==> src/rtl/mmr_monitor_pkg.sv <==
// mmr_monitor_pkg: read FSM states, default sizes and saturating increment for the mismatch monitor
package mmr_monitor_pkg;
  localparam int N_SRC_DEFAULT = 8;
  localparam int CNT_W_DEFAULT = 16;
  typedef enum logic {RD_IDLE, RD_RESP} rd_state_t;
  function automatic logic [31:0] sat_inc(input logic [31:0] v, input int w);
    logic [31:0] max;
    max = (w >= 32) ? '1 : (32'd1 << w) - 32'd1;
    return (v == max) ? v : v + 32'd1;
  endfunction
endpackage

==> src/rtl/mismatch_event_counter.sv <==
// mismatch_event_counter: rising-edge event counter with saturation, sticky flag and event-wins clear
module mismatch_event_counter
  import mmr_monitor_pkg::*;
#(
  parameter int CNT_W = CNT_W_DEFAULT
) (
  input  logic             clk,
  input  logic             rst_n,
  input  logic             cur,
  input  logic             prev,
  input  logic             clr,
  output logic [CNT_W-1:0] cnt,
  output logic             sticky
);
  logic ev;
  assign ev = cur & ~prev;
  always_ff @(posedge clk or negedge rst_n)
    if (!rst_n) begin
      cnt    <= '0;
      sticky <= 1'b0;
    end else begin
      cnt    <= clr ? CNT_W'(ev) : ev ? CNT_W'(sat_inc(32'(cnt), CNT_W)) : cnt;
      sticky <= clr ? ev : sticky | ev;
    end
endmodule

==> src/rtl/mmr_mismatch_monitor.sv <==
// mmr_mismatch_monitor: per-source mismatch event counters, sticky flags, irq and a two-state read port
module mmr_mismatch_monitor
  import mmr_monitor_pkg::*;
#(
  parameter int N_SRC = N_SRC_DEFAULT,
  parameter int CNT_W = CNT_W_DEFAULT,
  parameter int IDX_W = (N_SRC > 1) ? $clog2(N_SRC) : 1
) (
  input  logic             clk_i,
  input  logic             rst_n_i,
  input  logic [N_SRC-1:0] mismatch_i,
  input  logic             rd_req_i,
  input  logic [IDX_W-1:0] rd_idx_i,
  input  logic             rd_clr_i,
  input  logic             clr_all_i,
  output logic             rd_ack_o,
  output logic [CNT_W-1:0] rd_data_o,
  output logic             rd_err_o,
  output logic [N_SRC-1:0] sticky_o,
  output logic             irq_o
);
  logic [N_SRC-1:0]            mm_q, mm_qq, clr_vec;
  logic [N_SRC-1:0][CNT_W-1:0] cnt;
  logic [IDX_W-1:0]            idx_q;
  logic                        clr_q, idx_ok;
  rd_state_t                   state;
  assign idx_ok = 32'(rd_idx_i) < N_SRC;
  always_ff @(posedge clk_i or negedge rst_n_i)
    if (!rst_n_i) begin
      mm_q  <= '0;
      mm_qq <= '0;
      irq_o <= 1'b0;
    end else begin
      mm_q  <= mismatch_i;
      mm_qq <= mm_q;
      irq_o <= |sticky_o;
    end
  for (genvar i = 0; i < N_SRC; i++) begin : g_src
    assign clr_vec[i] = clr_all_i | (state == RD_RESP && clr_q && idx_q == IDX_W'(i));
    mismatch_event_counter #(.CNT_W(CNT_W)) u_cnt (
      .clk   (clk_i),
      .rst_n (rst_n_i),
      .cur   (mm_q[i]),
      .prev  (mm_qq[i]),
      .clr   (clr_vec[i]),
      .cnt   (cnt[i]),
      .sticky(sticky_o[i])
    );
  end
  always_ff @(posedge clk_i or negedge rst_n_i)
    if (!rst_n_i) begin
      state     <= RD_IDLE;
      rd_ack_o  <= 1'b0;
      rd_data_o <= '0;
      rd_err_o  <= 1'b0;
      idx_q     <= '0;
      clr_q     <= 1'b0;
    end else if (state == RD_IDLE) begin
      rd_ack_o <= rd_req_i;
      if (rd_req_i) begin
        state     <= RD_RESP;
        idx_q     <= rd_idx_i;
        clr_q     <= rd_clr_i & idx_ok;
        rd_data_o <= idx_ok ? cnt[rd_idx_i] : '0;
        rd_err_o  <= !idx_ok;
      end
    end else begin
      state    <= RD_IDLE;
      rd_ack_o <= 1'b0;
      clr_q    <= 1'b0;
    end
endmodule

==> config.mk <==
export PLATFORM = sky130hd
export DESIGN_NAME = mmr_mismatch_monitor
export DESIGN_NICKNAME = d
export VERILOG_FILES = /design/src/rtl/mmr_monitor_pkg.sv /design/src/rtl/mismatch_event_counter.sv /design/src/rtl/mmr_mismatch_monitor.sv
export SDC_FILE = /design/constraint.sdc
export NUM_CORES = 1
export LEC_CHECK = 0
export BUFFER_PORTS_ARGS = -buffer_cell sky130_fd_sc_hd__buf_2
export CAP_MARGIN = 20
export CELL_PAD_IN_SITES_DETAIL_PLACEMENT = 0
export CELL_PAD_IN_SITES_GLOBAL_PLACEMENT = 2
export CORE_AREA = 4 4 175 177
export DETAILED_ROUTE_END_ITERATION = 6
export DIE_AREA = 0 0 179 181
export PLACE_DENSITY = 0.8
export SLEW_MARGIN = 20
export SYNTH_ARGS = -nofsm -noshare
export SYNTH_HDL_FRONTEND = slang
export SYNTH_HIERARCHICAL = 1
export SYNTH_SLANG_ARGS = --single-unit
==> constraint.sdc <==
create_clock -name clk_i -period 1.7 [get_ports clk_i]
set_input_delay 0.255 -clock clk_i [delete_from_list [all_inputs] [get_ports clk_i]]
set_output_delay 0.255 -clock clk_i [all_outputs]
set_load 0.005 [all_outputs]
==> results of run 1 <==
metal layers:
layer / wire [um] / up-vias
met4: 319 / 0
li1: - / 4392
met2: 14610 / 143
met5: 0 / -
met1: 14430 / 4493
met3: 1136 / 16
synth_stat cells (20+ instances only):
master and number:
dfrtp_1 174, a21oi_1 104, o21ai_0 72, nand2_1 68, or3_1 56, nand4_1 48, o31ai_1 48, mux2i_1 33
nand3_1 33, or4_1 32, inv_1 25, clkbuf_1 20
what timing repair did:
item,in CTS,in global routing
hold buffers,9,0
cloned,0,2
endpoints found under the hold margin,33,0
pin swaps,8,75
endpoints found under the setup margin,16,98
buffers inserted,0,22
gates resized for setup,7,86
worst max-delay path, stage by stage (launching register included):
cell and delay (ps):
dfrtp_1 420, ha_4 190, nand4_1 170, nor4_4 80, buf_4 160, or4_4 510, a21oi_2 120
registers in the layout, indices dropped and copies added, names as in the netlist:
signal,flops
g_src.u_cnt/cnt,128
rd_data_o,16
g_src.u_cnt/sticky,8
mm_q,8
mm_qq,8
idx_q,3
clr_q,1
irq_o,1
rd_ack_o,1
layout make-up:
type | count | area [um2]
clock buffers | 19 | 452.9
clock inverters | 13 | 128.9
fillers | 2842 | 16130
inverters | 25 | 93.84
multi-input cells | 792 | 6005
flip-flops and latches | 174 | 4357
well taps | 390 | 488.0
repair buffers | 201 | 1588
power by group through the flow:
stage          logic, mW  clock network [mW]  registers (mW)
6_report            1.05                3.97            4.42
5_1_grt             1.15                4.25            4.44
4_1_cts             1.03                4.10            4.41
3_5_place_dp        1.01                   0            4.49
3_3_place_gp        1.00                   0            4.49
2_1_floorplan      0.468                   0            4.48
cell families after synthesis:
group	after synthesis
adders and majority gates	8
DFF	174
buffers and inverters	75
AOI/OAI and AO/OA	304
other	1
xor gates and xnor gates	8
muxes	68
and+or+nand+nor	403
worst paths after layout:
check / endpoint / slack [ps] / depth (start not counted)
max in group asynchronous: rd_ack_o / 840 / 3
worst min-delay path: clr_q / 50 / 3
worst min register to register: mm_qq[3] / 420 / 0
worst max-delay path: g_src[4].u_cnt/cnt[13] / -20 / 6
worst max register to register: g_src[4].u_cnt/cnt[13] / -20 / 6
min in group asynchronous: g_src[4].u_cnt/cnt[0] / 280 / 2
==> summary.md, run 1 <==
| Metric | Value |
|---|---|
| Run status | finished with violations |
| Violated checks | negative setup slack |
| Pre-antenna DRT Iters | 5 |
| Asr flop ratio synth | 1.000 |
| Fin cells | 1,614 |
| Synth warnings | 6 |
| RSZ-0062 raised after global routing | yes |
| Adder-Cell Fraction of Synth Area | 0.009463 |
| Sequential area share after synthesis | 0.4116 |
| Clock sink total | 174 |
| Post-synthesis xor/xnor area fraction | 0.006624 |
| Mux share of post-synthesis cell area | 0.06849 |
| Setup-failing EPs final | 6 |
| R2r startpoint | g_src[4].u_cnt/cnt[1] |
| Diode count | 0 |
| Power per cell area | 719.6 nW/um2 |
| Clock Power Share | 0.421 |
| Crit start category | flop |
| Part of the power in registers | 0.468 |
| Origin of the worst setup path | g_src[4].u_cnt/cnt[1] |
| Most frequent cells in the layout | 172 x dfrtp_1, 136 x buf_4, 91 x a21oi_1, 68 x nand2_1, 58 x o21ai_0 |
| Dpl cell area | roughly 12,000 um2 |
| Most Crowded Layer GR | met2 |
| Nets | between 1,000 and 1,500 |
| Die W | approximately 180 um |
| Avg WL per Cell | roughly 19 um |
| Predominant post-synthesis flop cell | dfrtp_1 |
| CP Class | reg2reg |
| Syn_area_per_cell | just over 10 um2 |
| Setup TNS | -66.11 ps |
| Min Tclk post-route | around 1700 ps |
| Synth top area share | 0.4116 |
| DRC | 0 |
| Mapped Cells | 1,041 |
| Hold Startpoint | rd_clr_i |
| Combinational share of power | 0.111 |
| PortBufs | between 40 and 50 |
| CP max FO | 6 |
| Detail Route Antenna Nets | 0 |
| Actual slew at the worst max-slew pin | between 500 and 600 ps |
| Max VDD drop | between 700 and 800 uV |
| Synth unique cells | 49 |
| Total CTS buffers | 17 |
| Fraction of layout cells with a size suffix above 1 | 0.3186 |
| Simple-Gate Fraction of Synth Area | 0.2685 |
| Dpl ws | -16.63 ps |
| Most common cell after layout, fill and taps aside | dfrtp_1 |
| Final Util | 0.4484 |
| Final-report max-slew violation count | 0 |
| Sw Ratio | 0.2821 |
| CP Data Arrival Time | around 2100 ps |
| Area Overhead vs Synth | 23.97% |
| Die area | 32,400 um2 |
| DRT Wirelength | between 30 and 40 mm |
| Fin area | 13,110 um2 |
| Internal power | 6.775 mW |
| Synth Net Count | 1,065 |
| Leakage | roughly 5.8 nW |
| Via density | 5.603 |
| CTS clk-pin slew, worst paths | around 80 ps |
| Post-synth EDFFs | 0 |
| Root Buffer | clkbuf_16 |
| GRT overflow | 0 |
| Final worst slack | -24.62 ps |
| Via count | between 9,000 and 10,000 |
| Largest net degree at the start of global routing | 35 |
| GRT met1 Usage | 0.2678 |
| First-pass GRT wire length | between 40 and 50 mm |
| Dpl hpwl | 22.29 mm |
| Pwr Total | between 9 and 10 mW |
| Die Span Y | 181 um |
| Final Hold Fails | 0 |
| TritonCTS clock tree | built |
| H-tree depth | 4 |
| WHS | 48.20 ps |
| Initial Utilization | 0.3617 |
| Yosys top cell by area | dfrtp_1 |
| Placeable core area | about 29,000 um2 |
| Ranking of synthesized cells by area | dfrtp_1 41%, a21oi_1 4.9%, o21ai_0 3.4% |
| CP endpoint kind | flop |
| Final Skew | around 15 ps |
| Total of max-cap violations | 0 |
| First DRT Iteration DRCs | 592 |
| Synth Cell Area | approximately 11,000 um2 |
| GRT met3 Usage | 0.02574 |
| Row count | 63 |
| Met2 GRT Util | 0.2970 |
| GP Congestion | between 0.8 and 0.9 |
| Compound-Gate Fraction of Synth Area | 0.1895 |
| Initial antenna violation count | 0 |
| Sw power | ~2.7 mW |
| Final worst-path cycle share | 1.014 |
| Worst path required time | a little over 2000 ps |
| Number of synthesized register bits | between 150 and 200 |
| Hold Path Class | in2reg |
| Relative slew slack | 0.6328 |
| Max frequency | between 500 and 600 MHz |
| CTS Buffer Depth | 2 |
| Dpl cells | 1,551 |
| Largest family of logic cells by synthesized area | simple AND/OR/NAND/NOR gates |
| I/O pin cnt | between 40 and 50 |
| Worst-skew pair later-pin latency | 450 ps |
| Vias in the first global route | around 8,600 |
| Total track usage | 0.1859 |
Note: power is estimated with default switching activity, not from simulation.
==> run 2, diff against run 1 <==
--- a/config.mk
+++ b/config.mk
@@ -5,7 +5,7 @@
 export SDC_FILE = /design/constraint.sdc
 export NUM_CORES = 1
 export LEC_CHECK = 0
-export BUFFER_PORTS_ARGS = -buffer_cell sky130_fd_sc_hd__buf_2
+export BUFFER_PORTS_ARGS = -buffer_cell sky130_fd_sc_hd__buf_4
 export CAP_MARGIN = 20
 export CELL_PAD_IN_SITES_DETAIL_PLACEMENT = 0
 export CELL_PAD_IN_SITES_GLOBAL_PLACEMENT = 2
==> summary.md, run 2 (same netlist as run 1, synthesis figures left out) <==
| Metric | Value |
|---|---|
| I/O pin cnt | 43 (unchanged) |
| Nets | 1,235 (unchanged) |
| Fraction of layout cells with a size suffix above 1 | 0.3107 (-0.007916) |
| Crit start category | flop |
| Actual slew at the worst max-slew pin | 554.6 ps (+4.916 ps) |
| TritonCTS clock tree | built |
| Via count | 9,022 (-0.24%) |
| Die W | 179 um (unchanged) |
| Placeable core area | 29,240 um2 (unchanged) |
| Die Span Y | 181 um (unchanged) |
| Area Overhead vs Synth | 23.98% (about the same) |
| Diode count | 0 (unchanged) |
| Worst-skew pair later-pin latency | 450 ps (about the same) |
| Dpl hpwl | 21.88 mm (-1.8%) |
| Total track usage | 0.1840 (-0.001894) |
| Fin cells | 1,613 (-0.062%) |
| R2r startpoint | g_src[6].u_cnt/cnt[1] |
| Violated checks | design-rule violations, negative setup slack |
| Max frequency | 570.3 MHz (-1.6%) |
| Final Hold Fails | 0 (unchanged) |
| Relative slew slack | 0.6295 (-0.003285) |
| CP Class | reg2reg |
| Largest register FFs | 128 (unchanged) |
| CP endpoint kind | flop |
| Most frequent cells in the layout | 174 x buf_4, 168 x dfrtp_1, 90 x a21oi_1, 68 x nand2_1, 65 x o21ai_0 |
| Pre-antenna DRT Iters | 7 (+2) |
| Top Registers | g_src.u_cnt/cnt (128), rd_data_o (16) |
| RSZ-0062 raised after global routing | yes |
| Clock sink total | 174 (unchanged) |
| Initial Utilization | 0.3617 (unchanged) |
| Vias in the first global route | 8,507 (-1.2%) |
| CP max FO | 8 (+2) |
| Hold Startpoint | rd_clr_i |
| GP Congestion | 0.8335 (+2.3%) |
| H-tree depth | 4 (unchanged) |
| Detail Route Antenna Nets | 0 (unchanged) |
| Fin area | 13,110 um2 (about the same) |
| Final Util | 0.4484 (about the same) |
| Setup TNS | -128.1 ps (-62.03 ps) |
| First DRT Iteration DRCs | 512 (-14%) |
| Most common cell after layout, fill and taps aside | buf_4 |
| CTS clk-pin slew, worst paths | 70 ps (about the same) |
| PortBufs | 41 (unchanged) |
| DRC | 3 (+3) |
| Worst r2r path cells | 6 (unchanged) |
| Final Skew | 13.02 ps (-1.570 ps) |
| Dpl cell area | 12,030 um2 (+0.29%) |
| Register-to-Register Setup Slack | -50 ps (-30 ps) |
| Max VDD drop | 745.5 uV (+6.4%) |
| Run status | finished with violations |
| Final-report max-slew violation count | 0 (unchanged) |
| Row count | 63 (unchanged) |
| Pwr Total | 9.454 mW (+0.19%) |
| Filler cell count | 2,859 (+0.60%) |
| Final worst slack | -53.44 ps (-28.83 ps) |
| GRT overflow | 0 (unchanged) |
| Total of max-cap violations | 0 (unchanged) |
| CTS Buffer Depth | 2 (unchanged) |
| DRT Wirelength | 30.05 mm (-1.4%) |
| Hold Path End | clr_q |
| Dpl ws | -14.32 ps (+2.308 ps) |
| Initial antenna violation count | 0 (unchanged) |
| Setup-failing EPs final | 5 (-1) |
| Biggest register | g_src.u_cnt/cnt |
| Worst path required time | 2070 ps (about the same) |
| Final worst-path cycle share | 1.031 (+0.01696) |
| CP Data Arrival Time | 2120 ps (+20 ps) |
| Leakage | 5.723 nW (-0.94%) |
| Total CTS buffers | 17 (unchanged) |
| WHS | 54.24 ps (+6.042 ps) |
| Largest net degree at the start of global routing | 46 (+31%) |
| Power per cell area | 720.9 nW/um2 (+0.18%) |
| Dpl cells | 1,546 (-0.32%) |
| Die area | 32,400 um2 (unchanged) |
| Hold Path Class | in2reg |
| Root Buffer | clkbuf_16 |
| Via density | 5.593 (-0.18%) |
| Avg WL per Cell | 18.63 um (-1.4%) |
| R2R Path End | g_src[6].u_cnt/cnt[13] |
| Worst hold path stage count | 3 (unchanged) |
| First-pass GRT wire length | 47.44 mm (-0.48%) |
| Min Tclk post-route | 1753 ps (+28.83 ps) |
## run 2: cell count changes in the layout (fill, tap and decap cells not counted), moves of 4 or more
| cell | change |
|---|---|
| buf_4 | +38 |
| buf_2 | -36 |
| o21ai_2 | -9 |
| o21ai_0 | +7 |
| inv_8 | -6 |
| dfrtp_1 | -4 |
| dfrtp_2 | +4 |
## run 2: layout make-up
cell class              instances  area [um2]  area share
clock buffers                  19       442.9     0.03378
clock inverters                12       123.9    0.009446
inverters                      25       93.84    0.007156
multi-input cells             792        5951      0.4538
flip-flops and latches        174        4362      0.3326
well taps                     390       488.0     0.03721
repair buffers                201        1653      0.1260
## run 2: repair_timing
item	in CTS	in global routing
buffers inserted	0	24
cloned	0	4
hold endpoints to repair	37	0
endpoints found under the setup margin	6	91
pin swaps	3	65
hold buffers	9	0
gates resized for setup	3	73
## run 2: where the power goes
part	switching, mW	internal (mW)
Combinational	0.583	0.487
Clock	1.87	2.09
Sequential	0.144	4.28
## run 2: layer usage
metal  vias up  global-route usage  wire, um
li1       4387                   -         -
met1      4465              0.2672     14310
met2       152              0.2913     14390
met3        18             0.02783      1095
met4         0             0.03869       256
met5         -                   0         0
## run 2: worst max-delay path by stage
stage / to / start / slack [ps] / cells past startpoint
global placement: g_src[1].u_cnt/cnt[7] / g_src[1].u_cnt/cnt[0] / 5 / 5
global route: g_src[6].u_cnt/cnt[13] / g_src[6].u_cnt/cnt[1] / -110 / 6
floorplan: g_src[4].u_cnt/cnt[8] / rd_ack_o / 50 / 6
detailed placement: g_src[7].u_cnt/cnt[13] / g_src[7].u_cnt/cnt[0] / -10 / 6
CTS: g_src[6].u_cnt/cnt[7] / g_src[6].u_cnt/cnt[1] / 4 / 5
finish: g_src[6].u_cnt/cnt[13] / g_src[6].u_cnt/cnt[1] / -50 / 6
## run 2: critical path, stage by stage, from the launching register on
cell and delay [ps]:
dfrtp_1 400, ha_2 200, nand4_1 210, nor4_4 90, buf_6 150, or4_1 490, a21oi_1 130
==> run 3, diff against run 2 <==
--- a/config.mk
+++ b/config.mk
@@ -12,6 +12,7 @@
 export CORE_AREA = 4 4 175 177
 export DETAILED_ROUTE_END_ITERATION = 6
 export DIE_AREA = 0 0 179 181
+export GPL_TIMING_DRIVEN = 0
 export PLACE_DENSITY = 0.8
 export SLEW_MARGIN = 20
 export SYNTH_ARGS = -nofsm -noshare
==> summary.md, run 3 (same netlist as run 1, synthesis figures left out) <==
| Metric | Value |
|---|---|
| Via density | 5.709 (+2.1%) |
| Multi-input logic area | 6245 um2 (+4.9%) |
| Top Registers | g_src.u_cnt/cnt (128), rd_data_o (16) |
| First-pass GRT wire length | 49.56 mm (+4.5%) |
| Leakage | 5.631 nW (-1.6%) |
| Final Skew | 14.70 ps (+1.686 ps) |
| I/O pin cnt | 43 (unchanged) |
| Diode count | 0 (unchanged) |
| Clock Power Share | 0.415 (-0.004) |
| CP max FO | 5 (-3) |
| GRT overflow | 0 (unchanged) |
| Final worst slack | -53.29 ps (+0.1541 ps) |
| Sw power | 2.614 mW (+0.76%) |
| Internal power | 6.826 mW (-0.49%) |
| Final worst-path cycle share | 1.031 (about the same) |
| Largest net degree at the start of global routing | 93 (+100%) |
| Row count | 63 (unchanged) |
| Power per cell area | 713.9 nW/um2 (-0.98%) |
| Dpl cell area | 11,400 um2 (-5.2%) |
| Slowest cell delay on critical path | 390 ps (-100 ps) |
| Dpl hpwl | 22.20 mm (+1.5%) |
| Clock sink total | 174 (unchanged) |
| Avg WL per Cell | 20.10 um (+7.9%) |
| Violated checks | negative setup slack |
| TritonCTS clock tree | built |
| Total of max-cap violations | 0 (unchanged) |
| Reg area | 4417 um2 (+1.3%) |
| Detail Route Antenna Nets | 0 (unchanged) |
| Part of the power in registers | 0.472 (+0.004) |
| Critical path, cell by cell | ha_4 > nand4_1 > buf_4 > nor4_4 > buf_4 > or3_1 > a21oi_1 |
| First DRT Iteration DRCs | 591 (+15%) |
| DRC | 0 (-3) |
| Die area | 32,400 um2 (unchanged) |
| Largest register FFs | 128 (unchanged) |
| Initial Utilization | 0.3617 (unchanged) |
| Fin area | 13,220 um2 (+0.84%) |
| Setup-failing EPs final | 12 (+7) |
| Total CTS buffers | 17 (unchanged) |
| Actual slew at the worst max-slew pin | 683.9 ps (+129.3 ps) |
| CP dominant cell by count | buf_4 |
| Worst-skew pair later-pin latency | 450 ps (about the same) |
| Total track usage | 0.1946 (+0.01053) |
| RSZ-0062 raised after global routing | yes |
| Hold Path Class | in2reg |
| Most common cell after layout, fill and taps aside | dfrtp_1 |
| Relative slew slack | 0.5402 (-0.08925) |
| Sw Ratio | 0.2769 (+0.002496) |
| Most frequent cells in the layout | 124 x dfrtp_1, 108 x buf_4, 80 x a21oi_1, 68 x nand2_1, 54 x or3_1 |
| CTS clk-pin slew, worst paths | 80 ps (about the same) |
| Hold Startpoint | rd_clr_i |
| Pre-antenna DRT Iters | 5 (-2) |
| Die Span Y | 181 um (unchanged) |
| Max frequency | 570.4 MHz (about the same) |
| R2r startpoint | g_src[6].u_cnt/cnt[1] |
| Slowest-stage cell, CP | dfrtp_2 |
| CP endpoint kind | flop |
| CP Class | reg2reg |
| Min Tclk post-route | 1753 ps (-0.1541 ps) |
| Via count | 9,037 (+0.17%) |
| Die W | 179 um (unchanged) |
| GP Congestion | 0.8675 (+4.1%) |
| CTS Buffer Depth | 2 (unchanged) |
| Run status | finished with violations |
| Fraction of layout cells with a size suffix above 1 | 0.3562 (+0.04553) |
| H-tree depth | 4 (unchanged) |
| Combinational share of power | 0.113 (about the same) |
| WHS | 48.43 ps (-5.816 ps) |
| Root Buffer | clkbuf_16 |
| Max VDD drop | 672.3 uV (-9.8%) |
| DRT Wirelength | 31.82 mm (+5.9%) |
| Nets | 1,204 (-2.5%) |
| Biggest register | g_src.u_cnt/cnt |
| CP Data Arrival Time | 2080 ps (-40 ps) |
| Worst path required time | 2030 ps (-40 ps) |
| Placeable core area | 29,240 um2 (unchanged) |
| Crit start category | flop |
| PortBufs | 40 (-2.4%) |
| Origin of the worst setup path | g_src[6].u_cnt/cnt[1] |
| Vias in the first global route | 8,784 (+3.3%) |
| Final-report max-slew violation count | 0 (unchanged) |
| Area Overhead vs Synth | 25.02% |
| Initial antenna violation count | 0 (unchanged) |
| Filler cell count | 2,809 (-1.7%) |
| Final Hold Fails | 0 (unchanged) |
-- run 3: cell types whose count changed in the layout (fill, tap and decap cells not counted), sizes merged --
cell / previous run / this run
buf: 191 / 147
clkbuf: 20 / 34
clkinv: 2 / 3
inv: 32 / 31
-- run 3: area by class of cell --
type                    instances  area share
multi-input cells             792      0.4722
flip-flops and latches        174      0.3340
repair buffers                122     0.07380
well taps                     390     0.03690
plain buffers                  48     0.03340
clock buffers                  20     0.03302
clock inverters                12    0.009556
inverters                      25    0.007096
-- run 3: path summary, 6_finish.rpt --
path / end / slack [ps] / depth (start not counted)
worst max-delay path: g_src[6].u_cnt/cnt[5] / -50 / 7
worst min-delay path: clr_q / 50 / 3
worst min register to register: mm_qq[3] / 410 / 0
max in group asynchronous: g_src[5].u_cnt/cnt[8] / 380 / 3
worst max register to register: g_src[6].u_cnt/cnt[5] / -50 / 7
min in group asynchronous: g_src[7].u_cnt/cnt[5] / 390 / 2
-- run 3: metal layers --
layer  vias up  part of all wire  track usage
li1       4320                 -            -
met1      4533              0.44       0.2583
met2       146              0.49       0.3239
met3        38             0.046      0.03411
met4         0             0.022      0.05834
met5         -                 0            0
-- run 3: through the flow --
step / power (mW) / utilization / instances / setup TNS (ps) / setup slack [ps]
floorplan: 4.947 / - / 1041 / 0 / 51.33
global placement: 5.414 / 0.3887 / 1471 / -175950 / -843.3
detailed placement: 5.436 / 0.3899 / 1472 / -33240 / -561.4
CTS: 9.511 / 0.4299 / 1559 / -98.17 / -35.97
global route: 9.842 / 0.4522 / 1583 / -2699 / -125.7
finish: 9.440 / 0.4522 / 1583 / -227.0 / -53.29
-- run 3: repair_timing --
action	in CTS	in global routing
hold buffers	9	0
setup buffers	46	20
pin swaps	51	88
setup endpoints to repair	131	113
gates cloned	1	7
hold endpoints to repair	90	0
gates resized for setup	67	178
-- run 3: worst max-delay path: cells and delay by family (launching register included) --
| kind | cells | cell delay (ps) |
|---|---|---|
| adder cells (fa/ha/maj) | 1 | 140 |
| buffers and inverters | 2 | 410 |
| flip-flops | 1 | 390 |
| AND/OR/NAND/NOR | 3 | 630 |
| AO/OA/AOI/OAI | 1 | 60 |
-- run 3: power groups by stage --
stage / sequential, mW / combinational, mW / clock, mW
floorplan: 4.48 / 0.468 / 0
global placement: 4.57 / 0.843 / 0
detailed placement: 4.57 / 0.863 / 0
CTS: 4.46 / 1.03 / 4.02
global route: 4.48 / 1.17 / 4.19
finish: 4.46 / 1.06 / 3.92
